### config.mk
export PLATFORM = sky130hd
export DESIGN_NAME = svc_rv_io_arb
export DESIGN_NICKNAME = d
export VERILOG_FILES = /design/src/rtl/svc_rv_io_arb_pkg.sv /design/src/rtl/svc_rv_io_arb_pick.sv /design/src/rtl/svc_rv_io_arb.sv
export SDC_FILE = /design/constraint.sdc
export NUM_CORES = 1
export LEC_CHECK = 0
export ABC_AREA = 1
export CORE_AREA = 2 2 147 149
export DETAILED_ROUTE_END_ITERATION = 10
export DIE_AREA = 0 0 149 151
export RECOVER_POWER = 50
export REMOVE_ABC_BUFFERS = 1
export SYNTH_ARGS = -nofsm -noshare
export SYNTH_HDL_FRONTEND = slang
export SYNTH_SLANG_ARGS = --single-unit
### constraint.sdc
create_clock -name clk -period 2.4 [get_ports clk]
set_clock_uncertainty 0.05 [all_clocks]
set_input_delay 0.36 -clock clk [delete_from_list [all_inputs] [get_ports clk]]
set_output_delay 0.36 -clock clk [all_outputs]
set_load 0.05 [all_outputs]
### src/rtl/svc_rv_io_arb_pkg.sv
// svc_rv_io_arb_pkg: shared constants and the rotate-and-find-first helper
// used by the svc_rv_io_arb request picker.
package svc_rv_io_arb_pkg;

  localparam int NR_MAX = 8;
  localparam int IDX_W  = $clog2(NR_MAX);

  typedef struct packed {
    logic             valid;
    logic [IDX_W-1:0] idx;
  } pick_t;

  // Scan the first nr request bits starting at start, wrapping at nr.
  function automatic pick_t rot_find_first(input logic [NR_MAX-1:0] req,
                                           input logic [IDX_W-1:0]  start,
                                           input int unsigned       nr);
    pick_t       res;
    int unsigned j;
    res = '0;
    for (int unsigned i = 0; i < NR_MAX; i++) begin
      j = start + i;
      if (j >= nr) j = j - nr;
      if (i < nr && !res.valid && req[j[IDX_W-1:0]]) begin
        res.valid = 1'b1;
        res.idx   = j[IDX_W-1:0];
      end
    end
    return res;
  endfunction

endpackage

### src/rtl/svc_rv_io_arb_pick.sv
// svc_rv_io_arb_pick: one-channel request picker. Round-robin with a grant
// pointer when SVC_RV_IO_ARB_RR_EN is defined, else fixed lowest-index priority.
module svc_rv_io_arb_pick
  import svc_rv_io_arb_pkg::*;
#(
  parameter int NR = 2
) (
  input  logic                  clk,
  input  logic                  rst,
  input  logic [NR-1:0]         req,
  input  logic                  en,
  output logic                  gnt_valid,
  output logic [$clog2(NR)-1:0] gnt_idx,
  output logic [NR-1:0]         gnt
);

  localparam int IW = $clog2(NR);

  pick_t            p;
  logic [IDX_W-1:0] start;

`ifdef SVC_RV_IO_ARB_RR_EN
  logic [IW-1:0] ptr;

  assign start = IDX_W'(ptr);

  // Pointer moves just past the winner; it holds while the channel is idle.
  always_ff @(posedge clk or posedge rst) begin
    if (rst) begin
      ptr <= '0;
    end else if (gnt_valid) begin
      ptr <= (gnt_idx == IW'(NR - 1)) ? '0 : gnt_idx + 1'b1;
    end
  end
`else
  logic unused_clk_rst;

  assign unused_clk_rst = clk ^ rst;
  assign start          = '0;
`endif

  assign p         = rot_find_first(NR_MAX'(req), start, NR);
  assign gnt_valid = en & p.valid;
  // Idle index falls back to requester 0 so downstream muxes never see X.
  assign gnt_idx   = gnt_valid ? IW'(p.idx) : '0;
  assign gnt       = gnt_valid ? (NR'(1) << gnt_idx) : '0;

endmodule

### src/rtl/svc_rv_io_arb.sv
// svc_rv_io_arb: shares one BRAM-style MMIO port between NR masters with
// independent read/write arbitration. Optional macro: SVC_RV_IO_ARB_RR_EN.
module svc_rv_io_arb
  import svc_rv_io_arb_pkg::*;
#(
  parameter int NR = 2,
  parameter int AW = 32,
  parameter int DW = 32
) (
  input  logic                 clk,
  input  logic                 rst,
  input  logic [NR-1:0]        m_rd_valid,
  output logic [NR-1:0]        m_rd_ready,
  input  logic [NR*AW-1:0]     m_rd_addr,
  output logic [NR-1:0]        m_rd_data_valid,
  output logic [DW-1:0]        m_rd_data,
  input  logic [NR-1:0]        m_wr_valid,
  output logic [NR-1:0]        m_wr_ready,
  input  logic [NR*AW-1:0]     m_wr_addr,
  input  logic [NR*DW-1:0]     m_wr_data,
  input  logic [NR*DW/8-1:0]   m_wr_strb,
  output logic                 io_ren,
  output logic [AW-1:0]        io_raddr,
  input  logic [DW-1:0]        io_rdata,
  output logic                 io_wen,
  output logic [AW-1:0]        io_waddr,
  output logic [DW-1:0]        io_wdata,
  output logic [DW/8-1:0]      io_wstrb
);

  localparam int IW = $clog2(NR);
  localparam int SW = DW / 8;

  logic          en;
  logic          rd_gv;
  logic          wr_gv;
  logic [IW-1:0] rd_idx;
  logic [IW-1:0] wr_idx;
  logic [NR-1:0] rd_gnt;
  logic [NR-1:0] wr_gnt;
  logic          rd_pend;
  logic [IW-1:0] rd_tag;

  // Grants are suppressed for the whole time reset is held.
  assign en = ~rst;

  svc_rv_io_arb_pick #(.NR(NR)) u_rd_pick (
    .clk       (clk),
    .rst       (rst),
    .req       (m_rd_valid),
    .en        (en),
    .gnt_valid (rd_gv),
    .gnt_idx   (rd_idx),
    .gnt       (rd_gnt)
  );

  svc_rv_io_arb_pick #(.NR(NR)) u_wr_pick (
    .clk       (clk),
    .rst       (rst),
    .req       (m_wr_valid),
    .en        (en),
    .gnt_valid (wr_gv),
    .gnt_idx   (wr_idx),
    .gnt       (wr_gnt)
  );

  assign m_rd_ready = rd_gnt;
  assign io_ren     = rd_gv;
  assign io_raddr   = m_rd_addr[rd_idx*AW +: AW];

  assign m_wr_ready = wr_gnt;
  assign io_wen     = wr_gv;
  assign io_waddr   = m_wr_addr[wr_idx*AW +: AW];
  assign io_wdata   = m_wr_data[wr_idx*DW +: DW];
  assign io_wstrb   = m_wr_strb[wr_idx*SW +: SW];

  // NOTE: non-blocking assignments make every register sample pre-edge values,
  // so tag and pending always describe the same accepted read.
  always_ff @(posedge clk or posedge rst) begin
    if (rst) begin
      rd_pend <= 1'b0;
      rd_tag  <= '0;
    end else begin
      rd_pend <= rd_gv;
      if (rd_gv) rd_tag <= rd_idx;
    end
  end

  assign m_rd_data_valid = rd_pend ? (NR'(1) << rd_tag) : '0;
  assign m_rd_data       = io_rdata;

endmodule

==> out/results.tsv <==
stage	metric	value	unit
worst_setup_path	Crit path top cell by count	nand2_1	
cts	clk buf depth	2	
worst_setup_path	CP Cell Sequence	clkdlybuf4s50_1 -> inv_1 -> nand3_2 -> buf_12 -> nand2_1 -> nand2_1 -> clkbuf_2	
placement	Post-Place Worst Slack	163.1	ps
cts	Sink Count	2	
die	Initial Util	9.097	%
yosys	Netlist cell types	13	
sta	setup TNS	0	ps
hold_path	hold path endpoint	rd_tag	
yosys	#FFs+latches synth	2	
die	io pins	378	
drt	ANT nets after route	0	
global_route	vias in the first global route	3545	
die	chip width	149	um
cts	number of CTS-inserted buffers	3	
cts	number of post-CTS setup repair buffers	0	
worst_setup_path	Worst R2R Setup Slack	1740	ps
sta	Hold WS	446.7	ps
cts	clk_lat worst skew	220	ps
hold_path	hold crit path type	register to register	
cts	Post-CTS Hold Buffers	0	
hold_path	Hold Startpoint	rd_tag	
worst_setup_path	crit start category	primary input	
worst_setup_path	Crit path max-delay family	buffers and inverters	
layout	multi-input logic area	1391	um^2
yosys	register area share after synthesis	2.642	%
worst_setup_path	worst-path cell with the longest stage delay	clkdlybuf4s50_1	
drt	final WL	14140	um
layout	storage element area	50.05	um^2
worst_setup_path	Worst EP required	1990	ps
placement	GPL Wtd Cong	0.7833	
global_route	gr ovfl total	0	
hold_path	Hold Path Stages	2	
layout	most frequent cells in the layout	nand2_1, clkdlybuf4s50_1, buf_4	
layout	layout cells sized above 1	19.51	%
sta	period utilization	94.16	%
layout	# fillers	2347	
cts	clk root buf	clkbuf_16	
global_route	first-pass GRT wire length	19490	um
sta	Min Clock Period, post-route	2260	ps
global_route	initial antenna violation count	1	
drt	DR vias/cell	3.941	
outcome	status	finished, final reports clean	
drt	via count	3653	
layout	Final Util	23.46	%
yosys	Syn. warnings	0	
sta	actual slew at the worst max-slew pin	511.8	ps
die	core area	20820	um^2
cts	post-cts sizing count	0	
flow_run	max-cap viol count	0	
layout	Final #Nets	891	
global_route	GRT Total Usage	11.33	%
cts	# H-tree levels	1	
drt	WL/cell	15.25	um
worst_setup_path	worst setup path class	primary input to primary output	
pwr	power density of the placed cells	325.7	nW/um^2
die	height of the die	151	um
sta	final hold vios	0	
die	row count	53	
pwr	maximum VDD drop	0.1293	mV
cts	TritonCTS clock tree	built	
worst_setup_path	Reg2Reg Depth	2	
drt	DRT Pass-1 Iters	4	
die	die area	22500	um^2
sta	fmax	442.5	MHz
sta	Worst slew margin	65.77	%
worst_setup_path	Critical Path End Type	primary output	
drt	1st-iter DRT viols	104	
worst_setup_path	Worst Path Buf+Inv	4	
sta	post-route setup slack	140.1	ps
pwr	Static Leakage	0.002390	uW
worst_setup_path	arrival time worst endpoint	1850	ps
yosys	Avg Inst Size Synth	4.820	um^2
cts	clock slew at reported path FFs	30	ps
yosys	Synth Instances	393	
sta	RSZ-0062 raised after global routing	no	
sta	Setup violations, final	0	
placement	hpwl dp	11750	um
worst_setup_path	largest fanout on the critical path	57	
sta	Slew Limit Fails	0	
placement	I/O Buffers	313	
drt	drc violations	0	
worst_setup_path	FF-to-FF End	rd_tag	
yosys	Post-Syn Area	1894	um^2
worst_setup_path	Crit path largest cell delay	550	ps
pwr	PnR Total Power	1591	uW
global_route	largest net degree at the start of global routing	70	
worst_setup_path	FF-to-FF Start	rd_tag	
layout	area grow syn2layout	157.9	%
[flip-flops by register name (all words and copies together) (netlist names)]
name / flops
rd_pend: 1
rd_tag: 1
[stage by stage]
step | instances | area, um^2
2_1_floorplan | 321 | 1468
3_3_place_gp | 923 | 4892
3_5_place_dp | 923 | 4892
4_1_cts | 926 | 4967
5_1_grt | 926 | 4882
6_report | 927 | 4885
[worst max path at each step]
stage / slack, ps / to / startpoint / cells after the start
floorplan: -580 / m_rd_ready[0] / rst / 4
global placement: 160 / io_raddr[14] / rst / 6
detailed placement: 160 / io_wdata[5] / rst / 7
CTS: 160 / io_wdata[5] / rst / 7
global route: 40 / io_wdata[0] / rst / 7
finish: 140 / io_waddr[26] / rst / 7
[area by class of cell]
| class | count | share of cell area [%] |
|---|---|---|
| inverters | 7 | 0.5379 |
| repair buffers | 327 | 61.32 |
| multi-input cells | 312 | 28.48 |
| flip-flops and latches | 2 | 1.025 |
| well taps | 275 | 7.044 |
| diodes | 1 | 0.05123 |
| clock buffers | 3 | 1.537 |
[layer usage]
layer / track usage [%] / wire, um
met1: 11.44 / 4863
met2: 19.93 / 6566
met3: 7.590 / 2563
met4: 1.571 / 142
met5: 0 / 0
[Yosys cell counts]
| master | number | share of area [%] |
|---|---|---|
| nand2_1 | 204 | 40 |
| inv_1 | 5 | 0.99 |
| o21ai_0 | 1 | 0.26 |
| nor2_2 | 1 | 0.33 |
| nor2_1 | 5 | 0.99 |
| inv_2 | 2 | 0.40 |
| dfrtp_1 | 2 | 2.6 |
| nand3_1 | 32 | 8.5 |
| nand3_2 | 1 | 0.53 |
| buf_2 | 17 | 4.5 |
| buf_4 | 36 | 14 |
| nand4_1 | 68 | 22 |
| clkbuf_1 | 19 | 3.8 |
[worst min-delay path, stage by stage (launching register included)]
cell and delay (ps):
dfrtp_1 350, nand2_1 60, nand2_1 50
[report_power, final]
part / internal [uW] / switching [uW] / leakage (uW)
Sequential: 36.8 / 1.78 / 0.0000251
Clock: 212 / 37.7 / 0.0000370
Combinational: 529 / 774 / 0.00233
[cells by family after synthesis]
kind of cell    synth area share (%)
flops                          2.642
buf+inv                        23.91
simple gates                   73.18
compound gates                0.2639
Note: power is estimated with default switching activity, not from simulation.
